### config.mk
export PLATFORM = sky130hd
export DESIGN_NAME = bias_glb_reader
export DESIGN_NICKNAME = d
export VERILOG_FILES = /design/src/rtl/bias_glb_pkg.sv /design/src/rtl/bias_rd_skid_buf.sv /design/src/rtl/bias_glb_reader.sv
export SDC_FILE = /design/constraint.sdc
export NUM_CORES = 1
export LEC_CHECK = 0
export BUFFER_PORTS_ARGS = -buffer_cell sky130_fd_sc_hd__clkbuf_2
export CAP_MARGIN = 10
export CELL_PAD_IN_SITES_DETAIL_PLACEMENT = 1
export CELL_PAD_IN_SITES_GLOBAL_PLACEMENT = 2
export CORE_MARGIN = 2
export CORE_UTILIZATION = 38
export CTS_BUF_LIST = sky130_fd_sc_hd__clkbuf_8
export CTS_CLUSTER_DIAMETER = 40
export DETAILED_ROUTE_END_ITERATION = 8
export PLACE_DENSITY = 0.84
export SYNTH_ARGS = -nofsm -noshare
export SYNTH_HDL_FRONTEND = slang
export SYNTH_SLANG_ARGS = --single-unit
### constraint.sdc
create_clock -name core_clk -period 3.58 [get_ports core_clk]
set_input_delay 0.358 -clock core_clk [delete_from_list [all_inputs] [get_ports core_clk]]
set_output_delay 0.358 -clock core_clk [all_outputs]
set_load 0.01 [all_outputs]
### src/rtl/bias_glb_pkg.sv
// Shared types and constants for the bias GLB read sequencer.
package bias_glb_pkg;

  localparam int BIAS_DEPTH  = 384;
  localparam int BIAS_WIDTH  = 16;
  localparam int BIAS_RD_BUF = 2;

  typedef enum logic [1:0] {
    IDLE  = 2'd0,
    READ  = 2'd1,
    DRAIN = 2'd2,
    DONE  = 2'd3
  } bias_rd_state_t;

endpackage

### src/rtl/bias_rd_skid_buf.sv
// Two-entry register FIFO between the GLB read port and the bias stream.
// Entry 0 is always the head; a synchronous flush empties it.
module bias_rd_skid_buf
  import bias_glb_pkg::*;
#(
  parameter int W = BIAS_WIDTH
) (
  input  logic         clk,
  input  logic         rst_n,
  input  logic         flush,
  input  logic         push,
  input  logic [W-1:0] wdata,
  input  logic         pop,
  output logic [1:0]   occ,
  output logic [W-1:0] head_data,
  output logic         head_valid
);

  logic [W-1:0] ent0_q, ent0_d;
  logic [W-1:0] ent1_q, ent1_d;
  logic [1:0]   occ_q, occ_d;

  always_comb begin
    ent0_d = ent0_q;
    ent1_d = ent1_q;
    occ_d  = occ_q;
    if (flush) begin
      occ_d = 2'd0;
    end else begin
      case ({push, pop})
        2'b10: begin
          if (occ_q == 2'd0) ent0_d = wdata;
          else               ent1_d = wdata;
          occ_d = occ_q + 2'd1;
        end
        2'b01: begin
          ent0_d = ent1_q;
          occ_d  = occ_q - 2'd1;
        end
        2'b11: begin
          // pop needs a valid head, so occ is 1 or 2 here
          if (occ_q == 2'd1) begin
            ent0_d = wdata;
          end else begin
            ent0_d = ent1_q;
            ent1_d = wdata;
          end
        end
        default: ;
      endcase
    end
  end

  always_ff @(posedge clk or negedge rst_n) begin
    if (!rst_n) begin
      ent0_q <= '0;
      ent1_q <= '0;
      occ_q  <= 2'd0;
    end else begin
      ent0_q <= ent0_d;
      ent1_q <= ent1_d;
      occ_q  <= occ_d;
    end
  end

  assign occ        = occ_q;
  assign head_data  = ent0_q;
  assign head_valid = (occ_q != 2'd0);

  overflow_a: assert property (@(posedge clk) disable iff (!rst_n)
    !(push && !pop && !flush && occ_q == 2'(BIAS_RD_BUF)));

endmodule

### src/rtl/bias_glb_reader.sv
// Bias GLB read sequencer: streams `count` words from `base_addr` onto a
// valid/ready bus. Optional `abort` input enabled by BIAS_RD_ABORT_EN.
module bias_glb_reader
  import bias_glb_pkg::*;
#(
  parameter int DATA_WIDTH = BIAS_WIDTH,
  parameter int DEPTH      = BIAS_DEPTH,
  parameter int ADDR       = $clog2(DEPTH),
  parameter int CNT_W      = $clog2(DEPTH + 1)
) (
  input  logic                  core_clk,
  input  logic                  core_rst_n,
`ifdef BIAS_RD_ABORT_EN
  input  logic                  abort,
`endif
  input  logic                  start,
  input  logic [ADDR-1:0]       base_addr,
  input  logic [CNT_W-1:0]      count,
  output logic                  busy,
  output logic                  done,
  output logic                  glb_re,
  output logic [ADDR-1:0]       glb_raddr,
  input  logic [DATA_WIDTH-1:0] glb_rdata,
  output logic [DATA_WIDTH-1:0] bias_data,
  output logic                  bias_valid,
  input  logic                  bias_ready
);

  bias_rd_state_t  state_q, state_d;
  logic [ADDR-1:0] rd_ptr_q, rd_ptr_d;
  logic [ADDR-1:0] raddr_q, raddr_d;
  logic [CNT_W-1:0] remaining_q, remaining_d;
  logic            inflight_q, inflight_d;
  logic [1:0]      occ;
  logic [1:0]      occ_sum;
  logic            pop, issue, abort_w, abort_act;

`ifdef BIAS_RD_ABORT_EN
  assign abort_w = abort;
`else
  assign abort_w = 1'b0;
`endif

  // abort in DONE is moot: the pulse is already happening, so it just retires
  assign abort_act = abort_w && (state_q == READ || state_q == DRAIN);
  assign pop       = bias_valid && bias_ready;
  assign occ_sum   = occ + {1'b0, inflight_q};
  assign issue     = (state_q == READ) && (remaining_q != '0) && !abort_act &&
                     ((occ_sum < 2'(BIAS_RD_BUF)) || pop);

  always_comb begin
    state_d     = state_q;
    rd_ptr_d    = rd_ptr_q;
    raddr_d     = raddr_q;
    remaining_d = remaining_q;
    inflight_d  = issue;
    if (issue) begin
      raddr_d     = rd_ptr_q;
      rd_ptr_d    = (rd_ptr_q == ADDR'(DEPTH - 1)) ? '0 : rd_ptr_q + ADDR'(1);
      remaining_d = remaining_q - CNT_W'(1);
    end
    case (state_q)
      IDLE: begin
        if (start) begin
          rd_ptr_d    = base_addr;
          remaining_d = count;
          state_d     = (count == '0) ? DONE : READ;
        end
      end
      READ: begin
        if (abort_act)                                state_d = DONE;
        else if (issue && remaining_q == CNT_W'(1))   state_d = DRAIN;
      end
      DRAIN: begin
        if (abort_act)                                state_d = DONE;
        else if (!inflight_q && occ == 2'd0)          state_d = DONE;
      end
      DONE:    state_d = IDLE;
      default: state_d = IDLE;
    endcase
  end

  always_ff @(posedge core_clk or negedge core_rst_n) begin
    if (!core_rst_n) begin
      state_q     <= IDLE;
      rd_ptr_q    <= '0;
      raddr_q     <= '0;
      remaining_q <= '0;
      inflight_q  <= 1'b0;
    end else begin
      state_q     <= state_d;
      rd_ptr_q    <= rd_ptr_d;
      raddr_q     <= raddr_d;
      remaining_q <= remaining_d;
      inflight_q  <= inflight_d;
    end
  end

  // the live pointer drives the pins while issuing; otherwise the last address holds
  assign glb_raddr = issue ? rd_ptr_q : raddr_q;
  assign glb_re    = issue;
  assign busy      = (state_q != IDLE);
  assign done      = (state_q == DONE);

  bias_rd_skid_buf #(.W(DATA_WIDTH)) u_buf (
    .clk        (core_clk),
    .rst_n      (core_rst_n),
    .flush      (abort_act),
    .push       (inflight_q && !abort_act),
    .wdata      (glb_rdata),
    .pop        (pop),
    .occ        (occ),
    .head_data  (bias_data),
    .head_valid (bias_valid)
  );

endmodule

==> results.txt, run 1 <==
TritonCTS built the clock tree. The logs give 33 for the standard-cell row count and 35 for the pin count of the biggest net entering global routing. The analysis attributes to net switching a power of 1530 µW.

The tools report the summed instance area of the synthesized netlist as 0.00317 mm². The number of placed I/O pins was 67; the number of max-slew violations in the final report was 0. Counting the buffers created by CTS gives 9.

The synthesized design contains 0 enable-type register cells. Registers take 0.00160 mm². The share of Yosys cell area claimed by the top area cell type is 0.505, and the mean instance size in the synthesized netlist is 10.5 µm². The synthesized design contains 64 register bits. The total nets after synthesis is 353, and the clock insertion delay at the later pin of the skew report is 0.34 ns.

The tools report the met2 layer usage reported by global route as 0.272. Clock share of power: 0.155. By area the synthesized netlist is led by dfrtp_1 50%, mux2_2 7.1%, o21ai_0 5.5%, ha_1 5.1%, nand2_1 4.9%.

Yosys printed 0 warnings. Fraction of the yosys area taken by sequential cells: 0.505. The proportion of total power due to net switching came out at 0.417. The antenna diode instance count was 0; the setup slack on the worst flop-to-flop path was 1.31 ns. The clock transition at the registers of the reported paths is 0.08 ns. The destination of the worst register-to-register timing path was raddr_q[3]$_DFF_PN0_. In this design, the largest share of critical-path delay is due to buffers and inverters. The fmax came out at 336 MHz.

Relative to the synthesized area, the layout overhead comes to 19.3%. The clock passes through at most 2 buffers. The tools report the combinational cell fraction of total power as 0.472. The worst path needs 2.98 ns of the cycle, external delays included. At the pin with the least slew margin, the transition time is 0.800 ns.

The number of antenna violations at the first check in global routing was 0. The tools report the worst clock skew on the final layout as 0.0119 ns. The tools report the number of clock sinks seen by CTS as 64. After global routing the overflow that remains totals 0.

Setup repair after global routing left no endpoint under its margin. The count of unresolved DRC violations after routing was 0. The worst max-slew margin expressed relative to the limit was 0.467; the effective utilization at floorplan was 0.388.

For the post-route worst hold slack, the log shows 0.0880 ns. For this design the ratio of total power to cell area is 969 mW/mm². Buffers added to address setup during post-CTS repair amount to 0. The CTS root buffer is clkbuf_8. The setup violation total in the final timing report is 0. In this run the number of H-tree levels came out at 3. The worst register-to-register path begins at u_buf.occ[0]$_DFFE_PN0P_. After clock tree synthesis, the repair step resized 0 gates. The met1 track demand over resource came out at 0.234. The delay of the slowest cell on the worst path was 0.42 ns. met2 is the most crowded layer. The final clock period utilization by the worst path was 0.831; the total power of the final layout was 3670 µW. The first global-routing pass estimated 12000 µm of wire. Counting the fill cells in the layout gives 955. The number of buffers inserted for hold repair after clock tree synthesis came out at 0. For this run, the leading register cell type out of synthesis is dfrtp_1. The worst-case IR drop observed on VDD is 0.000360 V. The logs give 3.22 ns for the required time at the worst-slack endpoint and 5260 µm for the half-perimeter wire length of the detailed placement result. In the synthesized netlist, the number of instances is 302.

Measured in cells, the most critical reg-to-reg path has a length of 7. The logs give 2140 µW for the cell-internal power and 0 for the final count of hold timing violations. For the number of violations reported at the end of detailed-routing iteration 0, the log shows 75. Cell at the slowest stage of the critical path: dfrtp_1. The type of the setup path with the least slack is reg2out.

The run gives 0.173 as the overall global routing resource usage. The detail route stage leaves a number of antenna-violating nets equal to 0. Buffers placed on the I/O ports in this run total 66.

The worst hold path belongs to the class in2async. The flow ran to the end, and the final reports show no timing, DRC or antenna violations. For the worst setup path, the data arrival time is 2.62 ns. Walking the worst path, the cells encountered are inv_1 -> ha_1 -> nor2b_4 -> a221o_2 -> nand2_2 -> inv_2 -> mux2_2 -> clkbuf_2.

The die is 95.4 µm tall. The number of global-route vias before repair came out at 2502. The routability congestion estimate came out at 0.847. In the final layout, the multi-input gates occupy 0.00146 mm². Power share of the sequential group: 0.373. The floorplan step defined a core boundary enclosing 0.00818 mm². The ratio of cells with drive above 1 in the final layout works out to 0.317. The tool flagged a number of max-cap violations equal to 0. The final layout contains routed wiring with a total length of 7420 µm. The routed length per placed instance was 15.5 µm; the number of nets in the layout was 421.

The run gives 0.0332 as the met3 track demand over resource in global routing. Cell type contributing the most total cell area after synthesis: dfrtp_1. The share of flip-flops with an asynchronous set or reset came out at 1.00. The floorplan step defined a die boundary enclosing 0.00910 mm². The worst setup path is captured at a primary output. The iteration count of the initial detailed-routing pass was 4. The end-of-flow core utilization was 0.463. The sort of element at the start of the critical path was a flop. The final total negative setup slack is 0 ns, and the total number of vias is 2502.

The biggest fanout along the worst timing path was 15; the horizontal die dimension was 95.4 µm. The netlist uses 42 different library cells. Dividing the detail-routed via count by the number of cells gives 5.21.

The number of buffers and inverters on the critical path is 3. The analysis attributes to cell leakage a power of 0.00176 µW.
## registers in the layout (all words and copies together) (netlist names)
signal           cells
remaining_q          9
inflight_q           1
u_buf.ent1_q        16
state_q              2
u_buf.occ            2
raddr_q              9
rd_ptr_q             9
u_buf.head_data     16
## worst max-delay path by stage
| stage | start | to | slack, ns | depth (start not counted) |
|---|---|---|---|---|
| after detailed placement | u_buf.occ[0]$_DFFE_PN0P_ | glb_raddr[0] | 0.94 | 8 |
| after global placement | u_buf.occ[0]$_DFFE_PN0P_ | glb_raddr[2] | 1.02 | 8 |
| final | u_buf.occ[0]$_DFFE_PN0P_ | glb_raddr[0] | 0.60 | 8 |
| after CTS | u_buf.occ[0]$_DFFE_PN0P_ | glb_raddr[3] | 0.57 | 8 |
| after global routing | u_buf.occ[0]$_DFFE_PN0P_ | glb_raddr[3] | 0.42 | 8 |
| after floorplan | u_buf.occ[0]$_DFFE_PN0P_ | u_buf.ent1_q[10]$_DFFE_PN0P_ | 1.40 | 10 |
## logic make-up (layout without fill, tap and decap cells)
| family | Yosys count | count (layout) | share of synthesized area |
|---|---|---|---|
| mux | 29 | 29 | 0.106 |
| xor+xnor | 10 | 10 | 0.0276 |
| simple gates | 90 | 90 | 0.142 |
| flops | 64 | 64 | 0.505 |
| compound gates | 70 | 70 | 0.134 |
| fa+ha+maj | 13 | 13 | 0.0513 |
| buf+inv | 26 | 99 | 0.0355 |
## Yosys cell counts, types with 2 or more instances
| library cell | n |
|---|---|
| a21oi_1 | 5 |
| inv_1 | 12 |
| xnor2_1 | 3 |
| ha_1 | 13 |
| nor2_1 | 11 |
| nand4_1 | 4 |
| or4_1 | 4 |
| buf_2 | 3 |
| dfrtp_1 | 64 |
| nand2_1 | 41 |
| nand3_1 | 10 |
| clkbuf_1 | 8 |
| mux2i_1 | 5 |
| a31oi_1 | 7 |
| o311ai_0 | 2 |
| xor2_1 | 7 |
| nor2b_1 | 2 |
| nor3_1 | 5 |
| a21o_1 | 2 |
| a22oi_1 | 16 |
| mux2_4 | 4 |
| mux2_2 | 20 |
| o21ai_0 | 35 |
## metrics by stage
stage | std cells | instance area, µm² | setup slack [ns]
5_1_grt | 480 | 3780 | 0.418
4_1_cts | 480 | 3780 | 0.575
6_report | 480 | 3780 | 0.604
3_5_place_dp | 464 | 3600 | 0.944
2_1_floorplan | 302 | 3170 | 1.40
3_3_place_gp | 464 | 3600 | 1.02
## final cells by class
class / count / share of cell area
Clock buffer: 10 / 0.0364
Timing Repair Buffer: 70 / 0.0952
Sequential cell: 64 / 0.423
Tap cell: 105 / 0.0347
Multi-Input combinational cell: 212 / 0.386
Clock inverter: 6 / 0.0112
Inverter: 13 / 0.0129
## power groups by stage
stage,logic (µW),clock network [µW],registers [µW]
final,1730,570,1370
after floorplan,1240,0,1350
after global placement,1700,0,1370
after global routing,1950,625,1430
after CTS,1760,585,1370
after detailed placement,1750,0,1390
## cells in the final DEF, fill, tap and decap left out, types with 5 or more instances in the layout
master	count
a22oi_1	16
a31oi_1	7
clkbuf_2	66
clkbuf_8	10
dfrtp_1	64
ha_1	13
inv_1	12
mux2_2	20
mux2i_1	5
nand2_1	41
nand3_1	10
nor2_1	11
nor3_1	5
o21ai_0	35
xor2_1	7
## metal layers
| layer | routed length (µm) | up-vias |
|---|---|---|
| met5 | 0 | - |
| met4 | 134 | 0 |
| met3 | 336 | 12 |
| met2 | 3410 | 57 |
| met1 | 3540 | 1230 |
| li1 | - | 1203 |
No activity file was read; power rests on OpenSTA's default activity.
==> run 2: changes to the inputs <==
- CORE_UTILIZATION: 38 -> 32
- PLACE_DENSITY: 0.84 -> 0.75
- clock period: 3.58 -> 2.4 ns (I/O delays scaled with it)
==> results.txt, run 2 (synthesis gave the netlist of run 1 again) <==
The combinational cell fraction of total power was 0.485 (was 0.472). The pin count of the biggest net entering global routing was 33 (was 35). For the routability congestion estimate, the log shows 0.771 (was 0.847). The power share of the sequential group was 0.349 (was 0.373). The tools report the destination of the worst register-to-register timing path as u_buf.ent1_q[5]$_DFFE_PN0P_ (was raddr_q[3]$_DFF_PN0_).

The number of max-slew violations in the final report is 0 (unchanged), and the antenna diode instance count is 0 (unchanged). The setup violation total in the final timing report is 0 (unchanged), and the biggest fanout along the worst timing path is 15 (unchanged). For the static power due to leakage, the log shows 0.00182 µW (was 0.00176 µW). Worst max-slew margin expressed relative to the limit: 0.557 (was 0.467). Commonest cells after routing, fill and taps aside: 65 x clkbuf_2, 64 x dfrtp_1, 41 x nand2_1 (was 66 x clkbuf_2, 64 x dfrtp_1, 41 x nand2_1). The tools report the sort of element at the start of the critical path as a flop (unchanged). The worst reg2reg path depth is 10 (was 7), and the post-route antenna net violation count is 0 (unchanged). The clock insertion delay at the later pin of the skew report is 0.34 ns (about the same), and the horizontal die dimension is 104 µm (was 95.4 µm).

The proportion of total power due to net switching was 0.408 (was 0.417). CTS root buffer: clkbuf_8 (unchanged). Start point of the critical path: state_q[0]$_DFFE_PN0P_ (was u_buf.occ[0]$_DFFE_PN0P_). The total clock buffers created by CTS was 9 (unchanged). The fmax was 423 MHz; the deepest clock path buffer count was 2 (unchanged). The overall global routing resource usage is 0.149 (was 0.173), and the final clock period utilization by the worst path is 0.985. Total overflow reported by the global router: 0 (unchanged). The tools report the overall routed net length as 7600 µm (was 7420 µm). The number of placed I/O pins is 67 (unchanged), and the area growth from synthesis to layout is 25.4% (was 19.3%).

The number of max-capacitance violations reported was 0 (unchanged). The path class of the lowest-slack min-delay path is in2reg (was in2async). The tools report the number of global-route vias before repair as 2651 (was 2502).

The tools report the kind of capture point of the worst setup path as a primary output (unchanged). The cell-internal power is 3440 µW (was 2140 µW), and the total number of vias is 2528 (was 2502). The power density normalized to cell area is 1460 mW/mm² (was 969 mW/mm²). The y dimension of the die was 104 µm (was 95.4 µm). The count of input and output buffers works out to 66 (unchanged). The most frequent standard cell in the layout excluding fill and tap cells is clkbuf_2 (unchanged).

The end of the critical path was glb_raddr[5] (was glb_raddr[0]). The count of unresolved DRC violations after routing was 0 (unchanged); the clock transition at the registers of the reported paths was 0.08 ns (about the same). Startpoint of the worst-slack reg-to-reg timing path: u_buf.occ[1]$_DFFE_PN0P_ (was u_buf.occ[0]$_DFFE_PN0P_). Required time at the worst-slack endpoint: 2.16 ns (was 3.22 ns). TritonCTS built the clock tree.

The ratio of cells with drive above 1 in the final layout was 0.348 (was 0.317); the power dissipated by switching net loads was 2370 µW (was 1530 µW). The clock share of power was 0.166 (was 0.155); the overall die area was 0.0107 mm² (was 0.00910 mm²). The run finished with clean final reports. Half-perimeter wire length of the detailed placement result: 5520 µm (was 5260 µm).

The number of nets in the layout was 431 (was 421). Setup repair after global routing could not meet its margin everywhere. The run gives 3 (unchanged) as the number of H-tree branching levels. The number of clock sinks seen by CTS is 64 (unchanged).

The number of violations reported at the end of detailed-routing iteration 0 was 58 (was 75); the standard-cell row count was 36 (was 33). The worst path in the final design needs a cycle of 2.37 ns, including I/O delays and setup. The core footprint is 0.00968 mm² (was 0.00818 mm²). The logs give 4 (unchanged) for the iteration count of the initial detailed-routing pass and 0.104 ns (was 0.0880 ns) for the post-route worst hold slack. The run gives 0 (unchanged) as the final count of hold timing violations. The type of the setup path with the least slack is reg2out (unchanged). The final cell count without fillers is 518 (was 480), and the routed length per placed instance is 14.7 µm (was 15.5 µm). The tools report the post-placement cell count as 498 (was 464). The tools report the largest voltage drop on the vdd net as 0.000476 V (was 0.000360 V). The tools report the setup slack on the worst flop-to-flop path as 0.38 ns (was 1.31 ns). First-pass GRT wire length: 13100 µm (was 12000 µm). Worst clock skew on the final layout: 0.0107 ns (was 0.0119 ns).

The via density per instance was 4.88 (was 5.21). The worst-margin pin slew was 0.664 ns (was 0.800 ns); the effective utilization at floorplan was 0.328 (was 0.388). The number of antenna violations at the first check in global routing was 0 (unchanged); the critical path data arrival time was 2.13 ns (was 2.62 ns).
[run 2: changes by cell type in the layout (fill, tap and decap cells not counted), moves of 2 or more]
cell      delta
buf_4        +7
ha_1         -3
clkinv_2     -2
ha_4         +2
inv_1        -2
[run 2: stage by stage]
stage / setup WS, ns / util / cell area [µm²] / setup TNS, ns / power [µW]
2_1_floorplan: 0.215 / - / 3170 / 0 / 3870
3_3_place_gp: 0.226 / 0.382 / 3700 / 0 / 4680
3_5_place_dp: 0.141 / 0.382 / 3700 / 0 / 4780
4_1_cts: 0.00440 / 0.409 / 3960 / 0 / 5860
5_1_grt: -0.0466 / 0.411 / 3980 / -0.234 / 6330
6_report: 0.0349 / 0.411 / 3980 / 0 / 5810
[run 2: timing repair]
item / in CTS / in global routing
hold buffers: 1 / 0
resized for setup: 9 / 6
hold endpoints to repair: 19 / 0
setup endpoints to repair: 9 / 9
setup buffers: 2 / 1
cloned: 0 / 0
[run 2: worst min path at each step]
| stage | from | end | slack [ns] | cells after the start |
|---|---|---|---|---|
| final | base_addr[2] | rd_ptr_q[2]$_DFF_PN0_ | 0.10 | 3 |
| after floorplan | core_rst_n | inflight_q$_DFF_PN0_ | -0.06 | 0 |
| after global placement | core_rst_n | u_buf.ent1_q[1]$_DFFE_PN0P_ | 0.27 | 1 |
| after detailed placement | core_rst_n | u_buf.ent1_q[1]$_DFFE_PN0P_ | 0.27 | 1 |
| after CTS | base_addr[2] | rd_ptr_q[2]$_DFF_PN0_ | 0.09 | 3 |
| after global routing | count[8] | remaining_q[8]$_DFF_PN0_ | 0.12 | 3 |
[run 2: per-layer routing]
metal | wire, µm | GRT usage | share of wire
met5 | 0 | 0 | 0
met4 | 79 | 0.0405 | 0.010
met3 | 306 | 0.0277 | 0.040
met2 | 3540 | 0.245 | 0.47
met1 | 3670 | 0.203 | 0.48
[run 2: worst max-delay path, cell delays in order, from the launching register on]
cell and delay, ns:
dfrtp_1 0.43, ha_4 0.19, and4_1 0.19, a221o_2 0.34, nand2_4 0.11, inv_8 0.08
mux2_4 0.32, clkbuf_2 0.13
[run 2: layout make-up]
type | instances | area (µm²)
inverters | 13 | 56.3
clock inverters | 7 | 78.8
repair buffers | 80 | 454
multi-input cells | 212 | 1500
fillers | 1126 | 5700
well taps | 133 | 166
flip-flops and latches | 64 | 1600
clock buffers | 9 | 124
[run 2: power by group through the flow]
stage                     registers [µW]  clock network [µW]  logic (µW)
after global routing                2110                1040        3180
after CTS                           2030                 998        2830
after detailed placement            2060                   0        2730
after global placement              2040                   0        2650
final                               2030                 963        2820
after floorplan                     2010                   0        1860
